$ cat src/rtl/instr_sequencer.sv
// Control sequencer for the single-cycle datapath: issues a fixed program of
// instruction indices with decoded write enables, holding each for HOLD_CYCLES
// cycles. The optional single-step mode is enabled by defining INSTR_SEQ_STEP_EN.
module instr_sequencer #(
  parameter int ADDR_W      = 3,
  parameter int NUM_INSTR   = 5,
  parameter int HOLD_CYCLES = 10
) (
  input  logic              clk,
  input  logic              rst,
  input  logic              start,
  input  logic              stall,
`ifdef INSTR_SEQ_STEP_EN
  input  logic              step,
`endif
  output logic [ADDR_W-1:0] instruction_A,
  output logic              RegWrite,
  output logic              MemWrite,
  output logic              instr_valid,
  output logic              busy,
  output logic              done
);

  localparam int HOLD_W = $clog2(HOLD_CYCLES + 1);

  localparam logic [1:0] S_IDLE  = 2'd0;
  localparam logic [1:0] S_ISSUE = 2'd1;
  localparam logic [1:0] S_DONE  = 2'd2;
`ifdef INSTR_SEQ_STEP_EN
  localparam logic [1:0] S_PAUSE = 2'd3;
`endif

  localparam logic [ADDR_W-1:0] LAST_INDEX = ADDR_W'(NUM_INSTR - 1);
  localparam logic [HOLD_W-1:0] LAST_HOLD  = HOLD_W'(HOLD_CYCLES - 1);

  logic [1:0]        state;
  logic [ADDR_W-1:0] index;
  logic [HOLD_W-1:0] hold;

  // Write-enable decode for the fixed program: {RegWrite, MemWrite}.
  function automatic logic [1:0] decode(input logic [ADDR_W-1:0] idx);
    case (int'(idx))
      1:       decode = 2'b10;
      2:       decode = 2'b01;
      3, 4:    decode = 2'b10;
      default: decode = 2'b00;
    endcase
  endfunction

  always_ff @(posedge clk or negedge rst) begin
    if (!rst) begin
      state <= S_IDLE;
      index <= '0;
      hold  <= '0;
    end else begin
      case (state)
        S_IDLE: begin
          if (start) begin
            state <= S_ISSUE;
            index <= '0;
            hold  <= '0;
          end
        end
        S_ISSUE: begin
          if (!stall) begin
            if (hold == LAST_HOLD) begin
              hold <= '0;
              if (index == LAST_INDEX) begin
                state <= S_DONE;
              end else begin
`ifdef INSTR_SEQ_STEP_EN
                // Keep the completed index visible until the operator steps on.
                state <= S_PAUSE;
`else
                index <= index + 1'b1;
`endif
              end
            end else begin
              hold <= hold + 1'b1;
            end
          end
        end
`ifdef INSTR_SEQ_STEP_EN
        S_PAUSE: begin
          if (!stall && step) begin
            state <= S_ISSUE;
            index <= index + 1'b1;
            hold  <= '0;
          end
        end
`endif
        S_DONE: begin
          state <= S_IDLE;
        end
        default: begin
          state <= S_IDLE;
        end
      endcase
    end
  end

  // Outputs come from state and counters; stall only masks valid and enables.
  always_comb begin
    instruction_A = '0;
    RegWrite      = 1'b0;
    MemWrite      = 1'b0;
    instr_valid   = 1'b0;
    busy          = 1'b0;
    done          = 1'b0;
    case (state)
      S_ISSUE: begin
        busy          = 1'b1;
        instruction_A = index;
        if (!stall) begin
          instr_valid            = 1'b1;
          {RegWrite, MemWrite}   = decode(index);
        end
      end
`ifdef INSTR_SEQ_STEP_EN
      S_PAUSE: begin
        busy          = 1'b1;
        instruction_A = index;
      end
`endif
      S_DONE: begin
        done = 1'b1;
      end
      default: begin
      end
    endcase
  end

endmodule

$ cat config.mk
export PLATFORM = sky130hd
export DESIGN_NAME = instr_sequencer
export DESIGN_NICKNAME = d
export VERILOG_FILES = /design/src/rtl/instr_sequencer.sv
export SDC_FILE = /design/constraint.sdc
export NUM_CORES = 1
export LEC_CHECK = 0
export CAP_MARGIN = 15
export CORE_MARGIN = 1.5
export CORE_UTILIZATION = 50
export CTS_CLUSTER_DIAMETER = 200
export DETAILED_ROUTE_END_ITERATION = 7
export PLACE_DENSITY = 0.73
export REMOVE_ABC_BUFFERS = 1
export SETUP_SLACK_MARGIN = 0.4
export SYNTH_ARGS = -nofsm -noshare
export SYNTH_HDL_FRONTEND = slang
export SYNTH_SLANG_ARGS = --single-unit
$ cat constraint.sdc
create_clock -name clk -period 1.7 [get_ports clk]
set_clock_uncertainty 0.2 [all_clocks]
set_input_delay 0.34 -clock clk [delete_from_list [all_inputs] [get_ports clk]]
set_output_delay 0.34 -clock clk [all_outputs]
set_load 0.005 [all_outputs]
After elaboration in Yosys (flattened, before gate mapping) --
Cells that the tools add are included.
Operators by class: div/mod/pow operators 0, multiplexer cells 24, eq/ne operators 12, $add $sub $neg 2, multipliers 0, reduce and logical (&&, ||, !) cells 6, bitwise operators 0, $lt $le $gt $ge 0, shift-type cells 0
Operator list (number):
- $mux 3 | 5
- $mux 4 | 3
- $ne 2x2->1 const B | 5
- $mux 1 | 8
- $mux 2 | 4
- $pmux 2 s2 | 2
- $pmux 4 s2 | 1
- $eq 3x2->1 const B | 2
- $pmux 3 s2 | 1
- $reduce_and 5->1 | 1
- $add 4x1->4 const B | 1
- $eq 4x4->1 const B | 1
- $reduce_and 4->1 | 1
- $add 3x1->3 const B | 1
- $eq 3x1->1 const B | 1
- $eq 3x3->1 const B | 1
- $reduce_and 3->1 | 1
- $reduce_or 3->1 | 1
- $eq 2x1->1 const B | 1
- $eq 2x2->1 const B | 1
- $logic_not 2->1 | 1
- $reduce_bool 2->1 | 1
Word-level totals: output and inout bits 8, memory bits (read-only) 0, input port bits 4, bits in latches 0, logic and storage cells 47, bits in registers 9, RAM bits 0, memories kept 0

Depth between registers and ports, before layout --
Gate-level depths: netlist of run 1.
depth in word-level cells 5, mapped depth 6, mapped depth without buffers 6

Least setup slack after synthesis of run 1 --
No wires, ideal clock.
path type register -> output, start point reg state[1], end point out MemWrite, buffers on the path 2, data required time 1.160 ns, stages on the path, launching flop included 5, setup slack 0.075 ns, arrival 1.085 ns, cells stage by stage dfrtp_1 > buf_6 > nand2b_4 > buf_4 > nor4b_1
Between the ends: cells in the longest elaborated chain, start to end 2
Ends and longest elaborated chain:
- start, declared | RTL line 36 | logic [1:0] state;
- start signal, assigned | RTL line 52 | state <= S_IDLE;
- start signal, assigned | RTL line 59 | state <= S_ISSUE;
- start signal, assigned | RTL line 69 | state <= S_DONE;
- $eq 2x1->1 | RTL line 110 | case (state)
- $mux 1 | RTL line 110
- end, declared | RTL line 18 | output logic MemWrite,
No other way between the ends.

Worst setup path after layout of run 1 --
start point reg index[0], end point out RegWrite
Between the ends: cells in the longest elaborated chain, start to end 5
Ends and longest elaborated chain:
- start, declared | RTL line 37 | logic [ADDR_W-1:0] index;
- start signal, assigned | RTL line 75 | index <= index + 1'b1;
- $eq 3x3->1, or another cell as far along | RTL line 42 | case (int'(idx))
- $reduce_or 3->1 (no source line)
- $pmux 2 s2 (*) | RTL line 42
- $mux 1 (*) | RTL line 114 | if (!stall) begin
- $mux 1 (*) | RTL line 110
- end, declared | RTL line 17 | output logic RegWrite,
Mark *: on every way between the ends. The rest lies on a longest branch, timed or not.

==> impl_metrics.toml, run 1 <==
[synthesis]
synth-seq-area-share = 0.333
synthDistinctLibCells = 28
syn_inst = 72
syn_area_sq_um = 676
synth_edf_count = 0
ys.flop_type = "dfrtp_1"
synth_area_leaders = "dfrtp_1, ha_1, nand2b_4"
yosys_warnings = 0
netlist_top_cells_count = "dfrtp_1, nand2_1, ha_1, inv_1, nor2_1"
synth-seq-cells = 9
syn_area_per_cell_sq_um = 9.38
synth_top_area_share = 0.333
async_reset_ff_frac = 1.00
synth_most_common_cell = "dfrtp_1"
synth_top_area_cell = "dfrtp_1"

[timing]
max_freq_mhz = 506
setup_viol = 12
worstMarginPinSlew_ps = 452
max-slew-margin-rel = 0.697
setup_ws_ps = -277
tns_ps = -1280
final_max_slew_viol_count = 0
rsz0062_at_grt = "yes"
period_minus_slack_ps = 1980
hold_viol_final = 0
final.period_utilization = 1.16

[floorplan]
initial_core_util = 0.526
core_area_sq_um = 1280
die_h_um = 39.8
die_w_um = 39.8
io_pins = 12
die-area_sq_um = 1580
core.rowCount = 13

[setup_path]
crit_path_end = "RegWrite"
critPathArrivalTime_ps = 1440
rrSetupSlack_ps = -110
reg2reg_from = "state[1]"
startpoint = "index[0]"
reg2regPathDepth = 7
worstPathRequired_ps = 1160
crit_fanout = 4
rr_endpoint = "hold[3]"
cp-end-kind = "output port"
criticalPathCategory = "flop to output port"
worst_setup_path_start_kind = "flop"

[grt]
grt_pass1_wl_um = 3990
overflow = 0
grt_max_degree = 10
grt_pass1_vias = 804
antenna_found_initial = 0
grt_usage = 0.402

[drt]
routed_via_density = 6.36
drtIter0Drc = 41
drc = 0
dr.pass1.iters = 4
drtAntennaViolNets = 0
vias = 840
wirelength_um = 3160
wl_per_cell_um = 23.9

[finish]
multi_input_area_sq_um = 572
register_area_sq_um = 228
stdcell_area_sq_um = 1260
n_antenna_cell = 0
drive_above_1_share = 0.692
fin_nets = 128
num-fill-cells = 16
syn2layout_area_growth_pct = 86.5

[outcome]
violations = "negative setup slack"
status = "finished with violations"

[power_and_ir_drop]
finalPower_mw = 2.41
seqPwrFrac = 0.180
switchingPower_mw = 1.08
internal-power_mw = 1.33
swShare = 0.448
power.density_nw_per_um2 = 1910
clkPwrFrac = 0.072
p_leak_nw = 0.557
peakVddDrop_uv = 1260
power_frac_comb = 0.748

[clocking]
htree_levels = 1
hold_buffers = 0
clock_latency_ps = 260
clkTransAtPathRegs_ps = 70
cts_buffers = 3
root_buffer = "clkbuf_4"
cts_tree = "yes"
clockBufferDepth = 2
clkSinkCount = 9

[run]
maxCapViolCount = 0

[place]
hpwlAfterDp_um = 1090
globalplace.congestion = 0.834
dpl-instance-area_sq_um = 882
numPortBuffers = 11

[worst_hold_path]
hold_class = "input port to asynchronous set/reset pin"
routing by layer:
| metal | up-vias | global-route usage | part of all wire |
|---|---|---|---|
| li1 | 339 | - | - |
| met1 | 398 | 0.481 | 0.37 |
| met2 | 77 | 0.684 | 0.46 |
| met3 | 26 | 0.0511 | 0.11 |
| met4 | 0 | 0.216 | 0.062 |
| met5 | - | 0 | 0 |
worst min path at each step:
stage | from | endpoint | slack, ps
6_report | rst | hold[0] | 190
4_1_cts | rst | hold[1] | 190
3_5_place_dp | hold[1] | hold[1] | 350
3_3_place_gp | hold[2] | hold[2] | 320
5_1_grt | rst | hold[0] | 220
2_1_floorplan | rst | hold[0] | -160
final cells by class:
class	instances	area share
Tap cell	15	0.0149
Timing Repair Buffer	45	0.306
Sequential cell	9	0.181
Multi-Input combinational cell	53	0.454
Clock buffer	4	0.0209
Inverter	6	0.0238
power by group through the flow:
| stage | registers [mW] | logic, mW | clock network, mW |
|---|---|---|---|
| after floorplan | 0.398 | 0.473 | 0 |
| after global placement | 0.375 | 0.890 | 0 |
| after detailed placement | 0.384 | 0.908 | 0 |
| after CTS | 0.404 | 1.45 | 0.175 |
| after global routing | 0.437 | 1.88 | 0.184 |
| final | 0.434 | 1.80 | 0.174 |
worst max-delay path, cell delays in order (launching register included):
cell and delay, ps:
dfrtp_2 480, inv_4 120, ha_4 140, nand2_2 60
o21ai_1 70, and2_1 160, buf_2 130
stage by stage:
stage,instances,hold slack (ps),setup slack [ps],util
CTS,131,187,-176,0.938
finish,132,186,-277,0.981
detailed placement,109,348,-484,0.686
global placement,109,321,-396,0.686
global route,132,217,-389,0.981
floorplan,68,-156,150,-
cell usage in the layout (no fill, tap or decap), types with 2 or more instances in the layout:
| cell | count |
|---|---|
| inv_4 | 3 |
| and2_1 | 3 |
| clkbuf_4 | 3 |
| dfrtp_1 | 7 |
| clkdlybuf4s50_1 | 2 |
| inv_1 | 2 |
| ha_4 | 5 |
| o311ai_2 | 2 |
| nand2_2 | 3 |
| buf_4 | 21 |
| buf_6 | 14 |
| nand2b_4 | 3 |
| buf_2 | 6 |
| dfrtp_2 | 2 |
| nand3_1 | 3 |
| nor2_4 | 3 |
| o211ai_1 | 2 |
| nor2_1 | 2 |
| o21ai_1 | 3 |
| nand2_1 | 5 |
| o21ai_2 | 3 |
flip-flops by register name, summed over array words and instances, names as in the netlist:
name and flops:
hold 4, state 2, index 3
repair_timing:
item / in CTS / in global routing
pin swaps: 17 / 6
resized for setup: 80 / 14
setup buffers: 18 / 1
endpoints found under the setup margin: 17 / 17
cells by family after synthesis:
| kind of cell | Yosys count | share of synthesized area |
|---|---|---|
| and+or+nand+nor | 31 | 0.281 |
| AOI/OAI and AO/OA | 16 | 0.189 |
| DFF | 9 | 0.333 |
| adders and majority gates | 6 | 0.111 |
| buffers and inverters | 10 | 0.0852 |
Power figures use the tool's default switching activity.
==> run 2, diff against run 1 <==
- SKIP_LAST_GASP: default -> 1
==> run 2 against run 1 <==
  * Synthesized cell count unchanged
  * Area after synthesis unchanged
  * The flow now stops in global routing
==> impl_metrics.toml, run 2 <==
[outcome]
status = "did not finish"
lastStage = "global routing"
firstError = "[ERROR DPL-0038] Utilization greater than 100%, impossible to legalize"

[place]
hpwlAfterDp_um = 1090
globalplace.congestion = 0.834
dpl_worst_slack_ps = -484
numPortBuffers = 11
dpl-instance-area_sq_um = 882
dpl.cell_count = 109

[timing]
worstEpCategory = "top-level output"
grt-worst-endpoint = "RegWrite"

[synthesis]
synth_edf_count = 0
netlist_top_cells_count = "dfrtp_1, nand2_1, ha_1, inv_1, nor2_1"
yosys_warnings = 0
synth-seq-cells = 9
synth_area_leaders = "dfrtp_1, ha_1, nand2b_4"
syn_area_per_cell_sq_um = 9.38
async_reset_ff_frac = 1.00
synth_top_area_share = 0.333
synth_most_common_cell = "dfrtp_1"
synthDistinctLibCells = 28
syn_area_sq_um = 676
syn_inst = 72
synth-seq-area-share = 0.333
synth_top_area_cell = "dfrtp_1"
ys.flop_type = "dfrtp_1"

[clocking]
clockBufferDepth = 2
cts_buffers = 3
clkSinkCount = 9
htree_levels = 1
root_buffer = "clkbuf_4"

[floorplan]
die_h_um = 39.8
die_w_um = 39.8
io_pins = 12
core.rowCount = 13
initial_core_util = 0.526

[grt]
grt_max_degree = 10
==> run 2: cell counts after synthesis <==
No cell type changed its count.
==> run 2: logic make-up after synthesis <==
logic type,Yosys count,share of synthesized area
and+or+nand+nor,31,0.281
AOI/OAI and AO/OA,16,0.189
adders and majority gates,6,0.111
buffers and inverters,10,0.0852
DFF,9,0.333
==> run 2: timing repair <==
action	4_1_cts
hold buffers	0
pin swaps	16
gates resized for setup	77
buffers inserted	18
cloned	0
endpoints found under the setup margin	17
==> run 2: stage by stage <==
| stage | TNS, ps | hold WS [ps] | util |
|---|---|---|---|
| floorplan | 0 | -156 | - |
| global placement | -2620 | 321 | 0.686 |
| detailed placement | -3100 | 348 | 0.686 |
| CTS | -543 | 187 | 0.926 |
==> run 3, diff against run 2 <==
- CORE_AREA: default -> 2 2 63 65
- CORE_MARGIN: 1.5 -> default
- CORE_UTILIZATION: 50 -> default
- CTS_CLUSTER_DIAMETER: 200 -> default
- DIE_AREA: default -> 0 0 65 67
- PLACE_DENSITY: 0.73 -> default
- PLACE_DENSITY_LB_ADDON: default -> 0.15
- SETUP_SLACK_MARGIN: 0.4 -> default
==> run 3 against run 2 <==
  * The flow now finishes, with violations (negative setup slack)
==> impl_metrics.toml, run 3 (synthesis results as in run 1) <==
[drt]
wl_met1_um = 767
wl_met2_um = 904
wirelength_um = 1750
drtAntennaViolNets = 0
wl_met3_um = 79
top_layer = "met3"
drtIter0Drc = 8
dr.pass1.iters = 4
wl_per_cell_um = 11.2
routed_via_density = 4.03
drc = 0
vias = 629

[floorplan]
initial_core_util = 0.187
die-area_sq_um = 4360
io_pins = 12
die_h_um = 67
core_area_sq_um = 3610
die_w_um = 65
core.rowCount = 22

[clocking]
clock_latency_ps = 230
clkSinkCount = 9
htree_levels = 1
cts_buffers = 3
clkTransAtPathRegs_ps = 50
hold_buffers = 0
cts_tree = "yes"
root_buffer = "clkbuf_8"
clockBufferDepth = 2

[timing]
hold_viol_final = 0
setup_viol = 4
max-slew-margin-rel = 0.710
final_max_slew_viol_count = 0
max_freq_mhz = 545
setup_ws_ps = -135
period_minus_slack_ps = 1840
final.period_utilization = 1.08
worstMarginPinSlew_ps = 433
rsz0062_at_grt = "yes"

[finish]
syn2layout_area_growth_pct = 59.4
final_cell_mix = "buf_4, nand2_1, dfrtp_1"
n_antenna_cell = 0
largest_reg_flops = 4
fin_nets = 119
final_common_cell = "buf_4"
regMostFlops = "hold"
drive_above_1_share = 0.491
stdcell_area_sq_um = 1080
top_regs = "hold x4, index x3, state x2"

[power_and_ir_drop]
finalPower_mw = 1.76
p_leak_nw = 0.488
switchingPower_mw = 0.669
power_frac_comb = 0.643
clkPwrFrac = 0.142
swShare = 0.380
power.density_nw_per_um2 = 1630
peakVddDrop_uv = 584
seqPwrFrac = 0.216
internal-power_mw = 1.09

[setup_path]
worst_setup_path_start_kind = "flop"
rrSetupSlack_ps = 80
crit_fanout = 4
reg2regPathDepth = 5
crit_path_end = "MemWrite"
criticalPathCategory = "flop to output port"
reg2reg_from = "state[0]"
rr_endpoint = "hold[3]"
startpoint = "state[1]"
worstPathRequired_ps = 1160
cp-end-kind = "output port"
critPathArrivalTime_ps = 1300

[grt]
grt_pass1_vias = 655
grt_pass1_wl_um = 3020
grt_max_degree = 11
antenna_found_initial = 0
overflow = 0
grt_usage = 0.0930

[place]
dpl-instance-area_sq_um = 953
hpwlAfterDp_um = 1270
numPortBuffers = 11
globalplace.congestion = 0.722

[outcome]
status = "finished with violations"
violations = "negative setup slack"

[worst_hold_path]
hold_class = "input port to asynchronous set/reset pin"

[run]
maxCapViolCount = 0
[run 3: per-stage QoR]
| stage | instances | setup slack, ps | hold WS (ps) | setup TNS, ps | util |
|---|---|---|---|---|---|
| after floorplan | 68 | 150 | -156 | 0 | - |
| after global placement | 146 | -412 | 359 | -3030 | 0.264 |
| after detailed placement | 146 | -432 | 357 | -3180 | 0.264 |
| after CTS | 157 | -189 | 233 | -615 | 0.298 |
| after global routing | 156 | -214 | 243 | -723 | 0.299 |
| final | 156 | -135 | 215 | -391 | 0.299 |
[run 3: layer usage]
| layer | vias up | track usage |
|---|---|---|
| li1 | 324 | - |
| met1 | 291 | 0.104 |
| met2 | 14 | 0.170 |
| met3 | 0 | 0.0186 |
| met4 | 0 | 0.0399 |
| met5 | - | 0 |
[run 3: worst min path at each step]
stage            start  slack (ps)  endpoint
2_1_floorplan      rst        -160   hold[0]
3_3_place_gp   hold[2]         360   hold[2]
3_5_place_dp   hold[2]         360   hold[2]
4_1_cts            rst         230   hold[1]
5_1_grt            rst         240   hold[1]
6_report           rst         210   hold[1]
[run 3: timing repair]
| action | CTS | global route |
|---|---|---|
| endpoints found under the setup margin | 11 | 10 |
| hold endpoints to repair | 0 | 0 |
| pin swaps | 6 | 3 |
| buffers inserted | 7 | 0 |
| gates resized for setup | 38 | 11 |
[run 3: power groups by stage]
stage          registers [mW]  clock network, mW  logic, mW
6_report                0.379              0.250       1.13
5_1_grt                 0.394              0.275       1.27
4_1_cts                 0.378              0.260       1.11
3_5_place_dp            0.376                  0      0.984
3_3_place_gp            0.377                  0      0.985
2_1_floorplan           0.398                  0      0.473
[run 3: final cells by class]
type / count / area [sq um]
well taps: 48 / 60.1
repair buffers: 36 / 280
flip-flops and latches: 9 / 226
inverters: 6 / 22.5
fillers: 400 / 2530
clock buffers: 4 / 45.0
multi-input cells: 53 / 443
[run 3: worst max-delay path, stage by stage (launching register included)]
cell and delay (ps):
dfrtp_1 370, nand2b_4 160, buf_6 120, nor4b_1 250
buf_2 170
==> run 4, diff against run 3 <==
- CTS_CLUSTER_SIZE: default -> 20
==> results of run 4 <==
Final layout, timing and power as in run 3 (identical DEF).
